--- src/rtl/mix_columns_pkg.sv ---
// Shared GF(2^8) helpers, FSM state type and parameter legality check
// for the sequential MixColumns engine.
package mix_columns_pkg;

  localparam logic [7:0] GF_POLY = 8'h1B;

  typedef enum logic [1:0] {StIdle, StBusy, StDone} state_e;

  function automatic logic [7:0] xtime(input logic [7:0] a);
    return {a[6:0], 1'b0} ^ (a[7] ? GF_POLY : 8'h00);
  endfunction

  // Constant multipliers built from xtime chains; only the MixColumns set is supported.
  function automatic logic [7:0] gf_mul_const(input logic [7:0] a, input logic [7:0] c);
    logic [7:0] x2, x4, x8;
    x2 = xtime(a);
    x4 = xtime(x2);
    x8 = xtime(x4);
    case (c)
      8'h01:   return a;
      8'h02:   return x2;
      8'h03:   return x2 ^ a;
      8'h09:   return x8 ^ a;
      8'h0B:   return x8 ^ x2 ^ a;
      8'h0D:   return x8 ^ x4 ^ a;
      8'h0E:   return x8 ^ x4 ^ x2;
      default: return 8'h00;
    endcase
  endfunction

  function automatic bit nb_legal(input int unsigned nb);
    return (nb == 4) || (nb == 6) || (nb == 8);
  endfunction

endpackage

--- src/rtl/mix_column_unit.sv ---
// Combinational single-column mixer, forward or inverse MixColumns.
module mix_column_unit
  import mix_columns_pkg::*;
(
  input  logic [31:0] col_in,
  input  logic        inv,
  output logic [31:0] col_out
);

  logic [7:0] a    [4];
  logic [7:0] coef [4];
  logic [7:0] acc;

  always_comb begin
    col_out = '0;
    acc     = '0;
    for (int i = 0; i < 4; i++) begin
      a[i] = col_in[31-8*i -: 8];
    end
    if (inv) begin
      coef[0] = 8'h0E; coef[1] = 8'h0B; coef[2] = 8'h0D; coef[3] = 8'h09;
    end else begin
      coef[0] = 8'h02; coef[1] = 8'h03; coef[2] = 8'h01; coef[3] = 8'h01;
    end
    // Circulant: row r uses the base row rotated right by r.
    for (int r = 0; r < 4; r++) begin
      acc = '0;
      for (int c = 0; c < 4; c++) begin
        acc = acc ^ gf_mul_const(a[c], coef[2'(c - r)]);
      end
      col_out[31-8*r -: 8] = acc;
    end
  end

endmodule

--- src/rtl/mix_columns_seq.sv ---
// Multi-cycle MixColumns engine: mixes COLS_PER_CYCLE columns per clock over
// BEATS clocks, with valid/ready handshakes on both sides.
module mix_columns_seq
  import mix_columns_pkg::*;
#(
  parameter int unsigned NB             = 8,
  parameter int unsigned COLS_PER_CYCLE = 2
) (
  input  logic              clk,
  input  logic              rst_n,
  input  logic              in_valid,
  output logic              in_ready,
  input  logic              in_inv,
  input  logic [32*NB-1:0]  in_data,
  output logic              out_valid,
  input  logic              out_ready,
  output logic [32*NB-1:0]  out_data
);

  localparam int unsigned BEATS  = NB / COLS_PER_CYCLE;
  localparam int unsigned BEAT_W = (BEATS > 1) ? $clog2(BEATS) : 1;
  localparam logic [BEAT_W-1:0] LAST_BEAT = BEAT_W'(BEATS - 1);

  if (!nb_legal(NB) || (NB % COLS_PER_CYCLE) != 0) begin : g_param_check
    $error("mix_columns_seq: NB must be 4, 6 or 8 and divisible by COLS_PER_CYCLE");
  end

  state_e              fsm_q, fsm_d;
  logic [32*NB-1:0]    state_q, state_d, out_q, out_d, mixed;
  logic [BEAT_W-1:0]   beat_q, beat_d;
  logic                inv_q, inv_d;
  logic [31:0]         unit_in  [COLS_PER_CYCLE];
  logic [31:0]         unit_out [COLS_PER_CYCLE];

  // Beat counter selects which column slice feeds the shared mixers.
  always_comb begin
    for (int k = 0; k < COLS_PER_CYCLE; k++) begin
      unit_in[k] = '0;
      for (int b = 0; b < BEATS; b++) begin
        if (beat_q == BEAT_W'(b)) begin
          unit_in[k] = state_q[32*NB-1-32*(b*COLS_PER_CYCLE+k) -: 32];
        end
      end
    end
  end

  for (genvar k = 0; k < COLS_PER_CYCLE; k++) begin : g_unit
    mix_column_unit u_unit (
      .col_in  (unit_in[k]),
      .inv     (inv_q),
      .col_out (unit_out[k])
    );
  end

  always_comb begin
    mixed = state_q;
    for (int b = 0; b < BEATS; b++) begin
      if (beat_q == BEAT_W'(b)) begin
        for (int k = 0; k < COLS_PER_CYCLE; k++) begin
          mixed[32*NB-1-32*(b*COLS_PER_CYCLE+k) -: 32] = unit_out[k];
        end
      end
    end
  end

  always_comb begin
    fsm_d     = fsm_q;
    state_d   = state_q;
    beat_d    = beat_q;
    inv_d     = inv_q;
    out_d     = out_q;
    in_ready  = 1'b0;
    out_valid = 1'b0;
    unique case (fsm_q)
      StIdle: begin
        in_ready = 1'b1;
        if (in_valid) begin
          fsm_d   = StBusy;
          state_d = in_data;
          inv_d   = in_inv;
          beat_d  = '0;
        end
      end
      StBusy: begin
        state_d = mixed;
        if (beat_q == LAST_BEAT) begin
          out_d = mixed;
          fsm_d = StDone;
        end else begin
          beat_d = beat_q + 1'b1;
        end
      end
      StDone: begin
        out_valid = 1'b1;
        in_ready  = out_ready;
        if (out_ready) begin
          if (in_valid) begin
            fsm_d   = StBusy;
            state_d = in_data;
            inv_d   = in_inv;
            beat_d  = '0;
          end else begin
            fsm_d = StIdle;
          end
        end
      end
      default: fsm_d = StIdle;
    endcase
  end

  always_ff @(posedge clk or negedge rst_n) begin
    if (!rst_n) begin
      fsm_q   <= StIdle;
      state_q <= '0;
      out_q   <= '0;
      beat_q  <= '0;
      inv_q   <= 1'b0;
    end else begin
      fsm_q   <= fsm_d;
      state_q <= state_d;
      out_q   <= out_d;
      beat_q  <= beat_d;
      inv_q   <= inv_d;
    end
  end

  assign out_data = out_q;

endmodule
--- config.mk ---
export PLATFORM = sky130hd
export DESIGN_NAME = mix_columns_seq
export DESIGN_NICKNAME = d
export VERILOG_FILES = /design/src/rtl/mix_columns_pkg.sv /design/src/rtl/mix_column_unit.sv /design/src/rtl/mix_columns_seq.sv
export SDC_FILE = /design/constraint.sdc
export NUM_CORES = 1
export LEC_CHECK = 0
export BUFFER_PORTS_ARGS = -buffer_cell sky130_fd_sc_hd__buf_4
export CAP_MARGIN = 10
export CELL_PAD_IN_SITES_DETAIL_PLACEMENT = 0
export CELL_PAD_IN_SITES_GLOBAL_PLACEMENT = 1
export CORE_ASPECT_RATIO = 1.2
export CORE_UTILIZATION = 49
export CTS_BUF_LIST = sky130_fd_sc_hd__clkbuf_4
export DETAILED_ROUTE_END_ITERATION = 16
export PLACE_DENSITY_LB_ADDON = 0.1
export SLEW_MARGIN = 20
export SYNTH_ARGS = -nofsm -noshare
export SYNTH_HDL_FRONTEND = slang
export SYNTH_HIERARCHICAL = 1
export SYNTH_SLANG_ARGS = --single-unit
--- constraint.sdc ---
create_clock -name clk -period 10.1 [get_ports clk]
set_clock_uncertainty 0.2 [all_clocks]
set_input_delay 1.01 -clock clk [delete_from_list [all_inputs] [get_ports clk]]
set_output_delay 1.01 -clock clk [all_outputs]
set_load 0.1 [all_outputs]
* Word level (Yosys, flattened, before mapping)
Cells that the tools add are included.
Storage, ports and cells: register bits after elaboration 517, bits of input ports 261, output and inout port bits 258, word-level logic and storage cells 196
Operators by class: add/subtract/negate cells 1, equal/unequal tests 23, mux-type cells 70, bitwise logic cells 88, reductions and logical operators 9
Operator list (count):
- 8-bit one-hot mux with 7 select lines | 16
- 256-bit one-hot mux with 3 select lines | 1
- 8-bit XOR | 83
- 256-bit 2-to-1 mux | 2
- 32-bit 2-to-1 mux | 8
- 64-bit 2-to-1 mux | 4
- 5-bit 2-to-1 mux | 24
- 8-bit by 4-bit == test with 1-bit output (second input constant) | 8
- 8-bit by 5-bit XOR with 8-bit output | 5
- 8-bit by 2-bit == test with 1-bit output (second input constant) | 4
- 28-bit 2-to-1 mux | 1
- 8-bit by 1-bit == test with 1-bit output (second input constant) | 2
- 2-bit 2-to-1 mux | 6
- 2-bit one-hot mux with 3 select lines | 2
- 2-bit != test (second input constant) | 4
- 2-bit == test (second input constant) | 3
- 2-bit AND reduction | 3
- 3-bit AND reduction | 2
- 2-bit by 1-bit == test with 1-bit output (second input constant) | 2
- 2-bit logical NOT | 2
- 1-bit 2-to-1 mux | 4
- 1-bit one-hot mux with 2 select lines | 2
- 3-bit nonzero test | 1
- 2-bit by 1-bit adder with 2-bit output (second input constant) | 1
- 2-bit nonzero test | 1

* Depth between registers and ports, before layout
Gate-level depths: netlist of run 1.
depth in word-level cells 17, gate-level depth with buffers 15, gate-level depth less buffers 11

* By module
The synthesis of run 1 kept the hierarchy.
Modules (own cells, without submodules):
- mix_columns_seq | instances 1, cells an instance 2294, area each 24474.7 sq um, sequential area each 12937.4 sq um
- mix_column_unit | instances 2, cells an instance 201, area each 1998.2 sq um, sequential area each 0.0 sq um

* Least setup slack after synthesis of run 1
Ideal clock, no wire load.
path kind input-to-output, start input out_ready, end output in_ready, data arrival time 2.835 ns, setup slack 6.055 ns, stages on the path 4, path through and2b_2 buf_2 buf_2 nor2_1
On the way: cells in the longest elaborated chain, start to end 1
Ends and longest elaborated chain:
- from (decl) | line mix_columns_seq.sv:16 | input logic out_ready,
- 1-bit one-hot mux with 2 select lines | line mix_columns_seq.sv:74 | unique case (fsm_q)
- to (decl) | line mix_columns_seq.sv:12 | output logic in_ready,
Every way passes these cells.

* Worst setup path in the final report of run 1
start register beat_q[0], end register state_q[196]
On the way: cells in the longest elaborated chain, start to end 15, elaborated cells between the ends (all ways) 39, classes of those cells 3 x eq/ne; 14 x mux; 21 x bitwise; 1 x reduce/logical
Ends and longest elaborated chain:
- from (decl) | line mix_columns_seq.sv:30 | logic [BEAT_W-1:0] beat_q, beat_d;
- from (signal assigned) | line mix_columns_seq.sv:122 | beat_q <= beat_d;
- 2-bit logical NOT | line mix_columns_seq.sv:40, mix_columns_seq.sv:58
- 32-bit 2-to-1 mux (4 in a row) | line mix_columns_seq.sv:40 | if (beat_q == BEAT_W'(b)) begin
- 8-bit by 5-bit XOR with 8-bit output / 8-bit XOR (equally long branches) | line mix_columns_pkg.sv:10 | return {a[6:0], 1'b0} ^ (a[7] ? GF_POLY : 8'h00);
- 5-bit 2-to-1 mux, or another cell as far along | line mix_columns_pkg.sv:10
- 8-bit XOR, or another cell as far along | line mix_columns_pkg.sv:10
- 8-bit XOR, on equally long branches (3 in a row)
- 8-bit one-hot mux with 7 select lines | line mix_columns_pkg.sv:19 | case (c)
- 8-bit XOR | line mix_column_unit.sv:29 | acc = acc ^ gf_mul_const(a[c], coef[2'(c - r)]);
- 64-bit 2-to-1 mux (*) | line mix_columns_seq.sv:58 | if (beat_q == BEAT_W'(b)) begin
- 256-bit one-hot mux with 3 select lines (*) | line mix_columns_seq.sv:74
- to (signal assigned) | line mix_columns_seq.sv:120 | state_q <= state_d;
- to (decl) | line mix_columns_seq.sv:29 | logic [32*NB-1:0] state_q, state_d, out_q, out_d, mixed;
Mark *: on every way between the ends. The rest lies on a longest branch, timed or not. A chain may end at the register's enable or synchronous reset.

==> run summary, run 1 <==
Hpwl dp - 65800 µm
Clock Path Buffers - 3
Met2 Use GR - 57.6%
First-pass GRT wire length - 150000 µm
DR WL/cell - 24.9 µm
Post-CTS Hold Buffers - 57
Via density - 5.97
Worst R2R End - state_q[196]
Critical path endpoint - state_q[196]
Setup TNS - 0 ns
DRC - 0
Die area - 0.0591 mm²
Tmin final - 5.39 ns
Detailed Route WL - 101000 µm
Fmax - 186 MHz
R2r worst-path depth - 8
CP Capture Type - register
Worst r2r src - beat_q[0]
Grt peak-use layer - met2
Post-synthesis sequential area ratio - 45.4%
Max-Cap Viols - 0
Crit path DAT - 6.10 ns
GRT Total Usage - 33.8%
Hold Vio Cnt, Final - 0
Remaining antenna violation count - 0
Outcome - finished, final reports clean
Slowest CP cell - buf_4
CP Launch Point - beat_q[0]
Root Buffer - clkbuf_4
Worst-path clk slew - 0.07 ns
Starting Density - 49.7%
P&R area growth vs syn - 22.6%
Delay-heaviest family, CP - buffers and inverters
Required @ worst endpoint - 10.81 ns
Setup bufs post-CTS - 0
Fin nets - 3454
Critical path class - reg2reg
DR vias - 24132
Min-delay worst type - in2reg
CTS buffer count - 144
GRT met3 Usage - 6.53%
Setup slack, reg-to-reg - 4.71 ns
Unique masters post-synth - 47
Yosys warns - 6
Port Buf Inserts - 518
Largest net degree at the start of global routing - 145
H-tree depth - 4
Mapped cell area - 0.0285 mm²
Clock latency on the worst-skew pair - 1.02 ns
Setup violators final - 0
Clk sinks - 517
Layout cells sized above 1 - 31.4%
DR iter-0 viols - 1856
CP startpoint kind - register
M1 GR Usage - 39.9%
Max_slew headroom - 24.4%
Antenna violations before repair - 9
Die height - 266 µm
Die Wd - 222 µm
CP most frequent cell - buf_4
Syn Area/Cell - 10.6 µm²
CP peak stage delay - 0.81 ns
Global route overflow - 0
I/O pin count - 519
Slew @ Worst Pin - 1.13 ns
Critical path buffers and inverters - 4
Final Cycle Share - 53.3%
RSZ-0062 raised after global routing - false
Critical-path cell list - inv_1, ha_4, buf_4, nand3b_1, buf_4, o21ai_4, buf_4, o221a_2
Crit path max fanout - 59
FF+latch count, synth - 517
Drt pass-1 iters - 6
Number of global-route vias before repair - 24452
Critical path depth - 8
Final max-slew violation count - 0
Post-Syn Nets - 2961
Core area - 0.0573 mm²
CTS tree - done
Cell count after synthesis - 2696
Global placement routability congestion - 0.848
# resized after CTS - 0
Site Rows - 96
-- kinds of logic after synthesis --
logic type / synth area share, %
muxes: 7.32
buffers and inverters: 5.14
DFF: 45.4
xor gates and xnor gates: 11.6
and+or+nand+nor: 9.05
AOI/OAI and AO/OA: 21.2
adders and majority gates: 0.176
-- through the flow --
| step | std cells | utilization (%) | cell area [µm²] | worst slack [ns] | hold WS (ns) |
|---|---|---|---|---|---|
| 4_1_cts | 4031 | 60.9 | 34900 | 4.76 | 0.000133 |
| 3_5_place_dp | 3721 | 56.6 | 32400 | 4.78 | 0.267 |
| 6_report | 4041 | 60.9 | 34900 | 4.71 | 0.0668 |
| 3_3_place_gp | 3721 | 56.6 | 32400 | 4.87 | 0.260 |
| 2_1_floorplan | 2696 | - | 28500 | 6.05 | 0.278 |
| 5_1_grt | 4037 | 60.9 | 34900 | 4.43 | 0.0360 |
-- Yosys cell counts (all sizes together) --
cell type	instances	area, µm²
xnor3	44	991
o31ai	3	22.5
or2	131	820
ha	4	50.1
or3b	1	8.76
clkbuf	140	526
nand2	307	1150
o21ai	260	1320
nand3b	4	33.8
a221oi	3	26.3
o221a	131	1480
a22o	61	534
xor2	76	733
mux2	1	11.3
xnor2	142	1300
inv	66	248
mux2i	207	2070
dfrtp	517	12900
and2b	1	8.76
o32ai	61	534
o22ai	1	6.26
a31oi	61	382
nor2b	6	37.5
and2	66	413
xor3	12	285
and3b	1	8.76
a21o	64	480
a221o	64	641
nor2	10	37.5
a21oi	125	629
buf	118	689
nand2b	8	57.6
-- cell usage in the layout (no fill, tap or decap), types with 7 or more instances in the layout --
cell and n:
nand2b_1 7, xor3_1 12, nand2_1 306, a21oi_1 124
a221o_1 64, a31oi_1 61, nor2_1 9, a22o_1 61
buf_4 544, inv_1 66, dfrtp_1 516, or2_2 95
or2_0 21, diode_2 10, o221a_2 131, clkinv_1 23
xnor2_2 8, dlygate4sd3_1 57, or2_1 15, a21o_1 64
and2_1 66, o32ai_1 61, xnor3_1 44, xor2_1 70
xnor2_1 134, mux2i_1 207, o21ai_0 256, clkbuf_4 214
-- per-layer routing --
layer | wire, µm | up-vias
met5 | 23 | -
met4 | 5600 | 4
met3 | 5530 | 268
met2 | 51100 | 967
met1 | 38400 | 12155
li1 | - | 10738
-- final cells by class --
class	instances	area, µm²
Timing Repair Buffer	605	4720
Multi-Input combinational cell	1855	14200
Fill cell	4936	22400
Tap cell	735	920
Clock buffer	214	1610
Sequential cell	517	12900
Antenna cell	10	25.0
Inverter	66	248
Clock inverter	39	267
-- worst reg2reg max path, delay by kind of cell (launching register included) --
family / cells / cell delay, ns
AO/OA/AOI/OAI: 2 / 0.90
AND/OR/NAND/NOR: 1 / 0.68
adder cells (fa/ha/maj): 1 / 0.63
buffers and inverters: 4 / 2.45
flip-flops: 1 / 0.47
-- how the worst min path moves through the flow --
stage,from,to,slack [ns],cells after the start
6_report,in_data[144],state_q[144],0.07,2
5_1_grt,in_data[38],state_q[38],0.04,2
4_1_cts,in_data[134],state_q[134],0.0001,2
3_5_place_dp,out_data[50],out_data[50],0.27,1
3_3_place_gp,out_data[46],out_data[46],0.26,1
2_1_floorplan,state_q[62],state_q[62],0.28,1
-- flip-flops by register name, summed over array words and instances, names as in the netlist --
name      count
state_q     256
inv_q         1
beat_q        2
out_data    256
fsm_q         2
Power of run 1 is left out: the tool's default activity adds up to more than one toggle a clock period on the data nets, which glitch-free logic cannot reach.
==> run 2: changes to the inputs <==
Settings changed: CORE_UTILIZATION 49 to 45.
Clock period 10.1 ns to 5.4 ns, I/O delays scaled along.
==> run 2 against run 1 <==
  * Via count increased by 3.2%
  * Setup slack got worse by 4.1 ns
  * Count of clock-buffer cells in the layout decreased by 11
  * Highest routed layer unchanged
  * Sequential cell count unchanged
  * Register-to-register slack got worse by 4.1 ns
  * Wire length increased by 5.5%
  * Die area increased by 8.8%
  * Critical path type unchanged
==> run summary, run 2 (synthesis results as in run 1) <==
Detailed Route WL - 106000 µm
Post-CTS Hold Buffers - 261
Critical-path cell list - inv_1, ha_4, buf_4, nand2_1, o21ai_0, a22o_1, xor3_1, nand2b_1, mux2i_1, xor2_1, mux2i_1, o21ai_0
CTS tree - done
Setup slack, reg-to-reg - 0.64 ns
Hold Vio Cnt, Final - 0
Setup TNS - 0 ns
Die area - 0.0643 mm²
DR iter-0 viols - 1844
Die height - 278 µm
H-tree depth - 4
Layout cells sized above 1 - 30.0%
Commonest non-fill, non-tap cell in the layout - buf_4
Global placement routability congestion - 0.849
CP startpoint kind - register
Hold-critical path endpoint - state_q[21]
Final Cycle Share - 88.1%
Worst Hold Depth - 3
I/O pin count - 519
Worst R2R End - out_data[211]
DR WL/cell - 24.5 µm
Tmin final - 4.76 ns
Clock Path Buffers - 3
Antenna violations before repair - 7
Hpwl dp - 69700 µm
Setup bufs post-CTS - 0
Commonest cells after routing, fill and taps aside - buf_4, dfrtp_1, nand2_1
Global route overflow - 0
Outcome - finished, final reports clean
Via density - 5.74
P&R area growth vs syn - 30.9%
R2r worst-path depth - 12
Slowest CP cell - xor2_1
Remaining antenna violation count - 0
Crit path DAT - 5.41 ns
Starting Density - 45.7%
Critical path class - reg2reg
Clock latency on the worst-skew pair - 0.95 ns
Largest net degree at the start of global routing - 208
CP Capture Type - register
First-pass GRT wire length - 159000 µm
CP peak stage delay - 0.63 ns
Core area - 0.0623 mm²
Max_slew headroom - 25.6%
Worst min-delay path startpoint - in_data[21]
Clk sinks - 517
Setup violators final - 0
Number of global-route vias before repair - 25946
CTS buffer count - 142
Delay-heaviest family, CP - XOR/XNOR gates
Total of fill cells in the finished design - 5394
Max-Cap Viols - 0
Slew @ Worst Pin - 1.12 ns
Fin nets - 3685
Final max-slew violation count - 0
Root Buffer - clkbuf_4
Worst-path clk slew - 0.06 ns
DRC - 0
GRT Total Usage - 32.9%
Critical path buffers and inverters - 2
Crit path max fanout - 27
Worst r2r src - beat_q[0]
Fmax - 210 MHz
Drt pass-1 iters - 5
Port Buf Inserts - 518
DR vias - 24914
# resized after CTS - 0
Die Wd - 232 µm
Required @ worst endpoint - 6.05 ns
Min-delay worst type - in2reg
Site Rows - 100
RSZ-0062 raised after global routing - false
run 2: cell types whose count changed in the layout (fill, tap and decap cells not counted), moves of 3 or more:
cell	before	now
bufinv_16	4	1
buf_12	2	13
buf_4	544	562
diode_2	10	7
dlygate4sd3_1	57	260
clkbuf_4	214	203
run 2: metal layers:
layer / GRT usage, % / wire length (µm) / share of wire [%]
met4: 16.1 / 4490 / 4.2
met3: 6.57 / 6160 / 5.8
met5: 0 / 30 / 0.028
met1: 38.9 / 40900 / 38
met2: 56.5 / 54700 / 51
run 2: how the worst max path moves through the flow:
stage               from  cells past startpoint  slack (ns)       endpoint
2_1_floorplan  beat_q[1]                     15        1.90   state_q[156]
3_3_place_gp   beat_q[0]                     12        0.69  out_data[211]
3_5_place_dp   beat_q[0]                     12        0.61    state_q[19]
4_1_cts        beat_q[0]                     12        0.63  out_data[211]
5_1_grt        beat_q[0]                     12        0.41  out_data[211]
6_report       beat_q[0]                     12        0.64  out_data[211]
run 2: cell type report:
type	instances	area (µm²)	area share (%)
clock buffers	203	1520	4.09
inverters	66	248	0.665
well taps	816	1020	2.74
clock inverters	38	194	0.520
flip-flops and latches	517	12900	34.7
diodes	7	17.5	0.0470
multi-input cells	1855	14200	38.0
repair buffers	838	7150	19.2
run 2: stage by stage:
| stage | setup WS, ns | hold slack [ns] | instance area [µm²] | utilization (%) | instances |
|---|---|---|---|---|---|
| 3_5_place_dp | 0.611 | 0.267 | 32900 | 52.8 | 3831 |
| 5_1_grt | 0.414 | 0.107 | 37300 | 59.8 | 4337 |
| 6_report | 0.642 | 0.168 | 37300 | 59.8 | 4340 |
| 3_3_place_gp | 0.687 | 0.260 | 32900 | 52.8 | 3830 |
| 2_1_floorplan | 1.90 | 0.0444 | 28500 | - | 2696 |
| 4_1_cts | 0.635 | 0.0436 | 37200 | 59.8 | 4333 |
run 2: worst min-delay path, cell delays in order:
cell,delay (ns)
dlygate4sd3_1,0.52
buf_4,0.10
a221o_1,0.12
Power of run 2 is left out for the same reason.
